$ cat src/rtl/fetch_pkg.sv
// Shared types and constants for the instruction-fetch sequencer.
package fetch_pkg;

    // Sequencer states (2-bit encoding).
    typedef enum logic [1:0] {
        StBoot = 2'd0,
        StRun  = 2'd1,
        StHalt = 2'd2,
        StErr  = 2'd3
    } fetch_state_e;

    localparam logic [31:0] DEFAULT_RESET_PC = 32'h0000_0000;
    localparam int unsigned DEFAULT_PC_STEP  = 4;
    localparam logic [31:0] WORD_ALIGN_MASK  = 32'h0000_0003;

    // True when an address is not on a 32-bit word boundary.
    function automatic logic is_misaligned(input logic [31:0] addr);
        return |(addr & WORD_ALIGN_MASK);
    endfunction

endpackage

$ cat src/rtl/fetch_skid.sv
// Decode-facing output register backed by a single skid entry.
// Entries leave in program order: the skid always refills the output before a new push does.
module fetch_skid (
    input  logic        i_clk,
    input  logic        i_reset,      // asynchronous, active low
    input  logic        i_flush,
    input  logic        i_push,
    input  logic [31:0] i_push_pc,
    input  logic [31:0] i_push_inst,
    input  logic        i_pop,
    output logic        o_valid,
    output logic [31:0] o_pc,
    output logic [31:0] o_inst,
    output logic [1:0]  o_occupancy
);

    logic        r_out_valid;
    logic [31:0] r_out_pc;
    logic [31:0] r_out_inst;
    logic        r_skid_valid;
    logic [31:0] r_skid_pc;
    logic [31:0] r_skid_inst;

    logic        w_out_free;

    // Output register can take new data when empty or being consumed this cycle.
    always_comb begin
        w_out_free  = !r_out_valid || i_pop;
        o_valid     = r_out_valid;
        o_pc        = r_out_pc;
        o_inst      = r_out_inst;
        o_occupancy = {1'b0, r_out_valid} + {1'b0, r_skid_valid};
    end

    // Output/skid update: flush drops both entries, otherwise shift skid forward and accept pushes.
    always_ff @(posedge i_clk or negedge i_reset) begin
        if (!i_reset) begin
            r_out_valid  <= 1'b0;
            r_out_pc     <= '0;
            r_out_inst   <= '0;
            r_skid_valid <= 1'b0;
            r_skid_pc    <= '0;
            r_skid_inst  <= '0;
        end else if (i_flush) begin
            r_out_valid  <= 1'b0;
            r_skid_valid <= 1'b0;
        end else if (w_out_free) begin
            if (r_skid_valid) begin
                r_out_valid  <= 1'b1;
                r_out_pc     <= r_skid_pc;
                r_out_inst   <= r_skid_inst;
                r_skid_valid <= i_push;
                if (i_push) begin
                    r_skid_pc   <= i_push_pc;
                    r_skid_inst <= i_push_inst;
                end
            end else begin
                r_out_valid <= i_push;
                if (i_push) begin
                    r_out_pc   <= i_push_pc;
                    r_out_inst <= i_push_inst;
                end
            end
        end else if (i_push) begin
            // Output is stalled; the issue gate guarantees the skid is empty here.
            r_skid_valid <= 1'b1;
            r_skid_pc    <= i_push_pc;
            r_skid_inst  <= i_push_inst;
        end
    end

endmodule

$ cat src/rtl/fetch_ctrl.sv
// Instruction-fetch sequencer: owns the PC, drives the synchronous ROM, follows redirects,
// honours halt, and buffers responses so decode back-pressure never drops an instruction.
module fetch_ctrl
    import fetch_pkg::*;
#(
    parameter logic [31:0] RESET_PC = DEFAULT_RESET_PC,
    parameter int unsigned PC_STEP  = DEFAULT_PC_STEP
) (
    input  logic        i_clk,
    input  logic        i_reset,          // asynchronous, active low
    input  logic        i_halt_req,
    input  logic        i_redirect_valid,
    input  logic [31:0] i_redirect_pc,
    output logic        o_rom_en,
    output logic [31:0] o_rom_addr,
    input  logic [31:0] i_rom_inst,
    input  logic        i_id_ready,
    output logic        o_if_valid,
    output logic [31:0] o_if_pc,
    output logic [31:0] o_if_inst,
    output logic        o_fetch_err
);

    localparam logic [31:0] PcStep = 32'(PC_STEP);

    fetch_state_e r_state;
    fetch_state_e w_state_next;
    logic [31:0]  r_fetch_pc;
    logic [31:0]  r_req_pc;
    logic         r_inflight;
    logic         r_fetch_err;

    logic         w_issue;
    logic         w_pop;
    logic         w_misaligned;
    logic [1:0]   w_buf_occ;
    logic [1:0]   w_occ_total;
    logic [1:0]   w_occ_after_pop;

    // Output register + skid entry; a redirect flushes both.
    fetch_skid u_skid (
        .i_clk       (i_clk),
        .i_reset     (i_reset),
        .i_flush     (i_redirect_valid),
        .i_push      (r_inflight),
        .i_push_pc   (r_req_pc),
        .i_push_inst (i_rom_inst),
        .i_pop       (w_pop),
        .o_valid     (o_if_valid),
        .o_pc        (o_if_pc),
        .o_inst      (o_if_inst),
        .o_occupancy (w_buf_occ)
    );

    // Only issue when the result is guaranteed a slot (output or skid) after this cycle's pop.
    always_comb begin
        w_pop           = o_if_valid && i_id_ready;
        w_misaligned    = is_misaligned(i_redirect_pc);
        w_occ_total     = w_buf_occ + {1'b0, r_inflight};
        w_occ_after_pop = w_occ_total - {1'b0, w_pop};
        w_issue         = (r_state == StRun) && !i_halt_req && !i_redirect_valid &&
                          (w_occ_after_pop < 2'd2);
        o_rom_en        = w_issue;
        o_rom_addr      = r_fetch_pc;
        o_fetch_err     = r_fetch_err;
    end

    // Next-state: misaligned redirect traps, aligned redirect releases ERR, else halt handling.
    always_comb begin
        w_state_next = r_state;
        if (i_redirect_valid && w_misaligned) begin
            w_state_next = StErr;
        end else if (i_redirect_valid && (r_state == StErr)) begin
            w_state_next = StRun;
        end else begin
            unique case (r_state)
                StBoot:  w_state_next = StRun;
                StRun:   w_state_next = i_halt_req ? StHalt : StRun;
                StHalt:  w_state_next = i_halt_req ? StHalt : StRun;
                StErr:   w_state_next = StErr;
                default: w_state_next = StBoot;
            endcase
        end
    end

    // State register.
    always_ff @(posedge i_clk or negedge i_reset) begin
        if (!i_reset) begin
            r_state <= StBoot;
        end else begin
            r_state <= w_state_next;
        end
    end

    // PC, in-flight tag and sticky error; redirect discards the outstanding ROM response.
    always_ff @(posedge i_clk or negedge i_reset) begin
        if (!i_reset) begin
            r_fetch_pc  <= RESET_PC;
            r_req_pc    <= '0;
            r_inflight  <= 1'b0;
            r_fetch_err <= 1'b0;
        end else if (i_redirect_valid) begin
            r_fetch_pc  <= i_redirect_pc;
            r_inflight  <= 1'b0;
            r_fetch_err <= w_misaligned;
        end else begin
            r_inflight <= w_issue;
            if (w_issue) begin
                r_req_pc   <= r_fetch_pc;
                r_fetch_pc <= r_fetch_pc + PcStep;
            end
        end
    end

endmodule

$ cat config.mk
export PLATFORM = sky130hd
export DESIGN_NAME = fetch_ctrl
export DESIGN_NICKNAME = d
export VERILOG_FILES = /design/src/rtl/fetch_pkg.sv /design/src/rtl/fetch_skid.sv /design/src/rtl/fetch_ctrl.sv
export SDC_FILE = /design/constraint.sdc
export NUM_CORES = 1
export LEC_CHECK = 0
export ABC_CLOCK_PERIOD_IN_PS = 4350
export CAP_MARGIN = 25
export CORE_ASPECT_RATIO = 1.75
export CORE_MARGIN = 8
export CORE_UTILIZATION = 52
export DETAILED_ROUTE_END_ITERATION = 6
export PLACE_DENSITY = 0.86
export SLEW_MARGIN = 0
export SYNTH_ARGS = -nofsm -noshare
export SYNTH_HDL_FRONTEND = slang
export SYNTH_SLANG_ARGS = --single-unit
$ cat constraint.sdc
create_clock -name i_clk -period 4.35 [get_ports i_clk]
set_input_delay 0.87 -clock i_clk [delete_from_list [all_inputs] [get_ports i_clk]]
set_output_delay 0.87 -clock i_clk [all_outputs]
set_load 0.005 [all_outputs]
==> results.json, run 1 <==
{
  "syn2layout_area_growth_pct": 30.1,
  "power_mw": 6.12,
  "post-route-util_pct": 68.8,
  "grt-ovfl-total": 0,
  "slowest_delay_ns": 0.46,
  "cts_tree": "done",
  "comb_power_share_pct": 28.8,
  "fin_nets": 956,
  "first_pass_iters": 4,
  "cp_top_family": "buffers and inverters",
  "seq_area_frac_synth_pct": 57.2,
  "max_cap_violations": 0,
  "vias": 6050,
  "seqPwrFrac_pct": 45.0,
  "tightestPinTransition_ns": 0.939,
  "synthAdderAreaFrac_pct": 0.867,
  "pwr-share-clk_pct": 26.2,
  "first_iter_violations": 284,
  "ant_nets": 0,
  "io_pins": 168,
  "n_antenna_cell": 0,
  "h-tree-depth": 4,
  "whs_ns": 0.265,
  "p_sw_mw": 1.84,
  "clock_sinks": 198,
  "ir_drop_mv": 0.309,
  "initial_utilization_pct": 52.9,
  "crit_slowest_cell": "clkdlybuf4s50_1",
  "switching_share_pct": 30.0,
  "syn_avg_cell_area_sq_um": 11.9,
  "finalWorstSetupSlack_ns": 0.366,
  "wire_per_inst_microns": 17.7,
  "crit_type": "input port to output port",
  "synth_mux_area_share_pct": 21.4,
  "setup_tns_ns": 0,
  "die_w_microns": 114,
  "period_share_pct": 91.6,
  "synth_seq_cells": 198,
  "cp-end-kind": "output port",
  "arrival_ns": 3.11,
  "numPortBuffers": 167,
  "cts_buffers": 17,
  "max-slew-margin-rel_pct": 37.1,
  "finalSetupViolations": 0,
  "skew_ns": 0.0123,
  "min_period_ns": 3.98,
  "cp_cell_sequence": "clkdlybuf4s50_1, and2_1, ha_1, inv_1, ha_1, a21oi_1, mux2i_2, nor2_4, clkdlybuf4s50_1",
  "cts_setup_buffers": 0,
  "gp_congestion": 0.869,
  "max-clock-path-buffers": 2,
  "drc": 0,
  "drive_gt1_share_pct": 17.7,
  "synth_cell_types": 38,
  "synth_xor_xnor_area_share_pct": 2.02,
  "grt_pass1_wl_microns": 32500,
  "synthCells": 726,
  "synth_area_sq_um": 8660,
  "p_per_area_nw_per_um2": 544,
  "grt_pass1_vias": 6241,
  "post-place-ws_ns": 0.357,
  "fmax_mhz": 251,
  "clk_latency_ns": 0.44,
  "hold_violations": 0,
  "wirelength_microns": 19800,
  "slew_violations": 0,
  "hpwl_microns": 14000,
  "p_int_mw": 4.28,
  "synth_nets": 801,
  "grt_max_degree": 126,
  "clk_pin_slew_ns": 0.07,
  "worstHoldPathType": "input port to asynchronous set/reset pin",
  "nFillCells": 1155,
  "yosys_warnings": 0,
  "cts_resized": 0,
  "power_leakage_nw": 4.74,
  "core-area_sq_um": 16400,
  "grt_antenna_before_repair": 0,
  "grt_usage_pct": 19.2,
  "rows": 62,
  "grt_setup_unrepaired": "false",
  "run_status": "completed",
  "synth_top_family_by_area": "multiplexers",
  "critical_path_required_ns": 3.48,
  "synth-compound-area-share_pct": 6.53,
  "cp_max_fo": 2,
  "die_h_microns": 187,
  "root_buffer": "clkbuf_16",
  "synth-simple-area-share_pct": 9.58,
  "ctsHoldBuffers": 0,
  "fp.dieArea_sq_um": 21200,
  "avgViaCountPerCell": 5.41,
  "path_buf_inv": 3,
  "start_kind": "input port"
}
power groups by stage:
stage | Combinational (mW) | Clock, mW | Sequential [mW]
2_1_floorplan | 0.727 | 0 | 2.74
3_3_place_gp | 1.71 | 0 | 2.75
3_5_place_dp | 1.77 | 0 | 2.79
4_1_cts | 1.79 | 1.64 | 2.76
5_1_grt | 1.93 | 1.71 | 2.83
6_report | 1.76 | 1.60 | 2.75
layout make-up:
type / count / area, sq um / share of cell area, %
clock buffers: 17 / 425 / 3.78
clock inverters: 15 / 189 / 1.68
inverters: 8 / 30.0 / 0.267
multi-input cells: 475 / 3520 / 31.3
flip-flops and latches: 198 / 4960 / 44.0
well taps: 224 / 280 / 2.49
repair buffers: 181 / 1850 / 16.5
Yosys cell counts (all sizes together):
| library cell | n | area share [%] |
|---|---|---|
| and3b | 1 | 0.10 |
| nor4 | 14 | 1.1 |
| ha | 6 | 0.87 |
| and2 | 1 | 0.072 |
| a21oi | 66 | 3.8 |
| buf | 9 | 0.48 |
| mux2 | 103 | 13 |
| or2 | 2 | 0.14 |
| xor2 | 8 | 0.81 |
| xnor2 | 12 | 1.2 |
| o211ai | 1 | 0.087 |
| mux2i | 69 | 8.0 |
| nand3b | 1 | 0.087 |
| nor3 | 8 | 0.46 |
| nand4b | 1 | 0.10 |
| nor3b | 1 | 0.087 |
| clkbuf | 36 | 1.6 |
| a21boi | 1 | 0.087 |
| or3 | 1 | 0.072 |
| a221o | 1 | 0.12 |
| or4 | 4 | 0.35 |
| inv | 8 | 0.35 |
| o31a | 10 | 1.0 |
| a22oi | 1 | 0.087 |
| nor2 | 74 | 3.2 |
| and4 | 2 | 0.20 |
| and3 | 3 | 0.22 |
| dfrtp | 198 | 57 |
| o21ai | 23 | 1.3 |
| nand4 | 8 | 0.58 |
| nand2 | 31 | 1.3 |
| nand2b | 6 | 0.43 |
| nand3 | 12 | 0.75 |
| nor2b | 4 | 0.29 |
worst register-to-register path, cell delays in order, from the launching register on:
cell	delay [ns]
dfrtp_1	0.42
and2_1	0.17
ha_1	0.26
inv_1	0.04
ha_1	0.27
a21oi_1	0.25
mux2_2	0.33
nand2_1	0.26
o31a_1	0.35
o31a_1	0.27
placed cells by master (no fill, tap or decap), drive strengths merged, types with 10 or more instances in the layout:
master	instances
nor4	14
xnor2	12
dfrtp	198
clkbuf	18
o21ai	23
mux2i	69
mux2	103
nand3	12
o31a	10
buf	15
nand2	31
nor2	74
a21oi	66
inv	15
clkdlybuf4s50	165
worst paths after layout:
path / slack [ns] / cells past startpoint / startpoint / end
setup / recovery: 0.37 / 9 / i_id_ready / o_rom_en
hold / removal: 0.27 / 1 / i_reset / u_skid.r_skid_pc[29]
min in group i_clk: 0.51 / 1 / u_skid.r_skid_pc[9] / u_skid.r_skid_pc[9]
setup reg to reg: 1.62 / 9 / u_skid.o_valid / o_rom_addr[27]
hold reg to reg: 0.51 / 1 / u_skid.r_skid_pc[9] / u_skid.r_skid_pc[9]
max in group asynchronous: 2.93 / 3 / i_reset / u_skid.r_skid_inst[24]
cell families (layout without fill, tap and decap cells):
family	count (synthesis)	in the layout
muxes	172	172
and+or+nand+nor	174	174
xor gates and xnor gates	20	20
DFF	198	198
buffers and inverters	53	221
AOI/OAI and AO/OA	103	103
adders and majority gates	6	6
flip-flops by register name, indices dropped and copies added (netlist names):
register and cells:
u_skid.r_skid_valid 1, u_skid.o_pc 32, r_req_pc 32, u_skid.o_inst 32
r_inflight 1, u_skid.o_valid 1, u_skid.r_skid_inst 32, o_fetch_err 1
o_rom_addr 32, r_state 2, u_skid.r_skid_pc 32
metrics by stage:
| stage | cell area, sq um | instances |
|---|---|---|
| 4_1_cts | 11200 | 1117 |
| 3_3_place_gp | 10600 | 1084 |
| 6_report | 11300 | 1118 |
| 3_5_place_dp | 10600 | 1085 |
| 5_1_grt | 11300 | 1118 |
| 2_1_floorplan | 8660 | 726 |
per-layer routing:
metal / GRT usage (%) / vias to the layer above / wire length [microns]
met1: 21.7 / 2989 / 7890
li1: - / 2881 / -
met5: 0 / - / 0
met3: 3.69 / 27 / 862
met4: 8.87 / 0 / 561
met2: 33.8 / 153 / 10500
Power figures use the tool's default switching activity.
==> run 2, diff against run 1 <==
- PLACE_DENSITY: 0.86 -> not set
- PLACE_DENSITY_LB_ADDON: not set -> 0.25
==> results.json, run 2 (synthesized netlist as in run 1, its figures left out) <==
{
  "first_iter_violations": 336,
  "clk_latency_ns": 0.43,
  "whs_ns": 0.414,
  "first_pass_iters": 4,
  "worstHoldPathType": "input port to asynchronous set/reset pin",
  "pwr-share-clk_pct": 26.0,
  "max-clock-path-buffers": 2,
  "numPortBuffers": 167,
  "p_per_area_nw_per_um2": 543,
  "crit_type": "input port to output port",
  "cp-end-kind": "output port",
  "cts_tree": "done",
  "initial_utilization_pct": 52.9,
  "ir_drop_mv": 0.260,
  "final_common_cell": "dfrtp_1",
  "syn2layout_area_growth_pct": 28.7,
  "seqPwrFrac_pct": 45.8,
  "setup_tns_ns": 0,
  "grt-ovfl-total": 0,
  "start_kind": "input port",
  "period_share_pct": 91.8,
  "p_sw_mw": 1.76,
  "r2r-start": "u_skid.r_skid_valid",
  "clk_pin_slew_ns": 0.08,
  "cts_buffers": 17,
  "gp_congestion": 0.888,
  "grt_pass1_wl_microns": 33100,
  "max-slew-margin-rel_pct": 40.1,
  "root_buffer": "clkbuf_16",
  "cts_resized": 0,
  "drc": 0,
  "crit_slowest_cell": "clkdlybuf4s50_1",
  "path_buf_inv": 3,
  "run_status": "completed",
  "rows": 62,
  "fin_cells": 1112,
  "vias": 6104,
  "grt_pass1_vias": 6505,
  "io_pins": 168,
  "fin_nets": 951,
  "min_period_ns": 3.99,
  "mostFrequentLayoutCells": "197 x dfrtp_1, 165 x clkdlybuf4s50_1, 103 x mux2_2",
  "slowest_delay_ns": 0.48,
  "ant_nets": 0,
  "grt_setup_unrepaired": "false",
  "power_leakage_nw": 4.69,
  "n_antenna_cell": 0,
  "grt_max_degree": 127,
  "finalSetupViolations": 0,
  "hold_violations": 0,
  "skew_ns": 0.0138,
  "grt_antenna_before_repair": 0,
  "p_int_mw": 4.28,
  "core-area_sq_um": 16400,
  "critical_path_required_ns": 3.48,
  "arrival_ns": 3.12,
  "ctsHoldBuffers": 0,
  "max_cap_violations": 0,
  "avgViaCountPerCell": 5.49,
  "tightestPinTransition_ns": 0.899,
  "dp_cells": 1081,
  "clock_sinks": 198,
  "wirelength_microns": 19800,
  "cp_cell_sequence": "clkdlybuf4s50_1, and2_1, ha_1, inv_1, ha_1, a21oi_1, mux2i_2, nor2_4, clkdlybuf4s50_1",
  "die_w_microns": 114,
  "comb_power_share_pct": 28.1,
  "cts_setup_buffers": 0,
  "critPathLaunch": "i_id_ready",
  "drive_gt1_share_pct": 17.1,
  "fp.dieArea_sq_um": 21200,
  "worst-path-stages": 9,
  "rr_worst_depth": 10,
  "wire_per_inst_microns": 17.8,
  "die_h_microns": 187,
  "fmax_mhz": 250,
  "h-tree-depth": 4,
  "grt_usage_pct": 19.4,
  "cp_max_fo": 2,
  "hpwl_microns": 14000,
  "cp_top_family": "buffers and inverters",
  "switching_share_pct": 29.2,
  "slew_violations": 0
}
## run 2: cell count changes in the layout (fill, tap and decap cells not counted), sizes merged
cell,change
buf,-5
clkinv,-1
clkinvlp,-2
clkbuf,+1
inv,+1
## run 2: worst paths after layout
kind / to / slack (ns)
max: o_rom_en / 0.36
max in group asynchronous: u_skid.o_inst[10] / 2.86
max reg2reg: o_rom_addr[17] / 1.42
min in group i_clk: u_skid.r_skid_pc[18] / 0.51
min: o_rom_addr[19] / 0.41
min reg2reg: u_skid.r_skid_pc[18] / 0.51
## run 2: layout make-up
type	instances	area [sq um]
Clock buffer	18	439
Clock inverter	13	158
Fill cell	1235	5230
Inverter	8	30.0
Multi-Input combinational cell	475	3520
Sequential cell	198	4960
Tap cell	224	280
Timing Repair Buffer	176	1750
## run 2: worst register-to-register path: cells and delay by family, from the launching register on
family	cells	cell delay [ns]
AOI/OAI and AO/OA	2	0.40
DFF	1	0.68
and+or+nand+nor	1	0.56
adders and majority gates	2	0.55
buffers and inverters	3	0.37
xor gates and xnor gates	1	0.16
muxes	1	0.14
## run 2: routing by layer
metal | vias up | routed length, microns | track usage [%]
met5 | - | 0 | 0
met2 | 163 | 10600 | 34.9
met4 | 0 | 360 | 6.96
li1 | 2857 | - | -
met3 | 28 | 907 | 4.20
met1 | 3056 | 7980 | 21.8
## run 2: power groups by stage
| stage | clock (mW) | sequential, mW | combinational, mW |
|---|---|---|---|
| after floorplan | 0 | 2.74 | 0.727 |
| final | 1.57 | 2.77 | 1.70 |
| after global placement | 0 | 2.77 | 1.68 |
| after detailed placement | 0 | 2.81 | 1.73 |
| after global routing | 1.69 | 2.85 | 1.89 |
| after CTS | 1.62 | 2.77 | 1.74 |
## run 2: through the flow
stage | cell area (sq um) | setup slack, ns | power, mW | util, %
after floorplan | 8660 | 0.589 | 3.46 | -
after global placement | 10500 | 0.370 | 4.46 | 64.4
after detailed placement | 10500 | 0.360 | 4.54 | 64.4
after CTS | 11100 | 0.338 | 6.13 | 68.1
after global routing | 11100 | 0.234 | 6.42 | 68.1
final | 11100 | 0.356 | 6.04 | 68.1
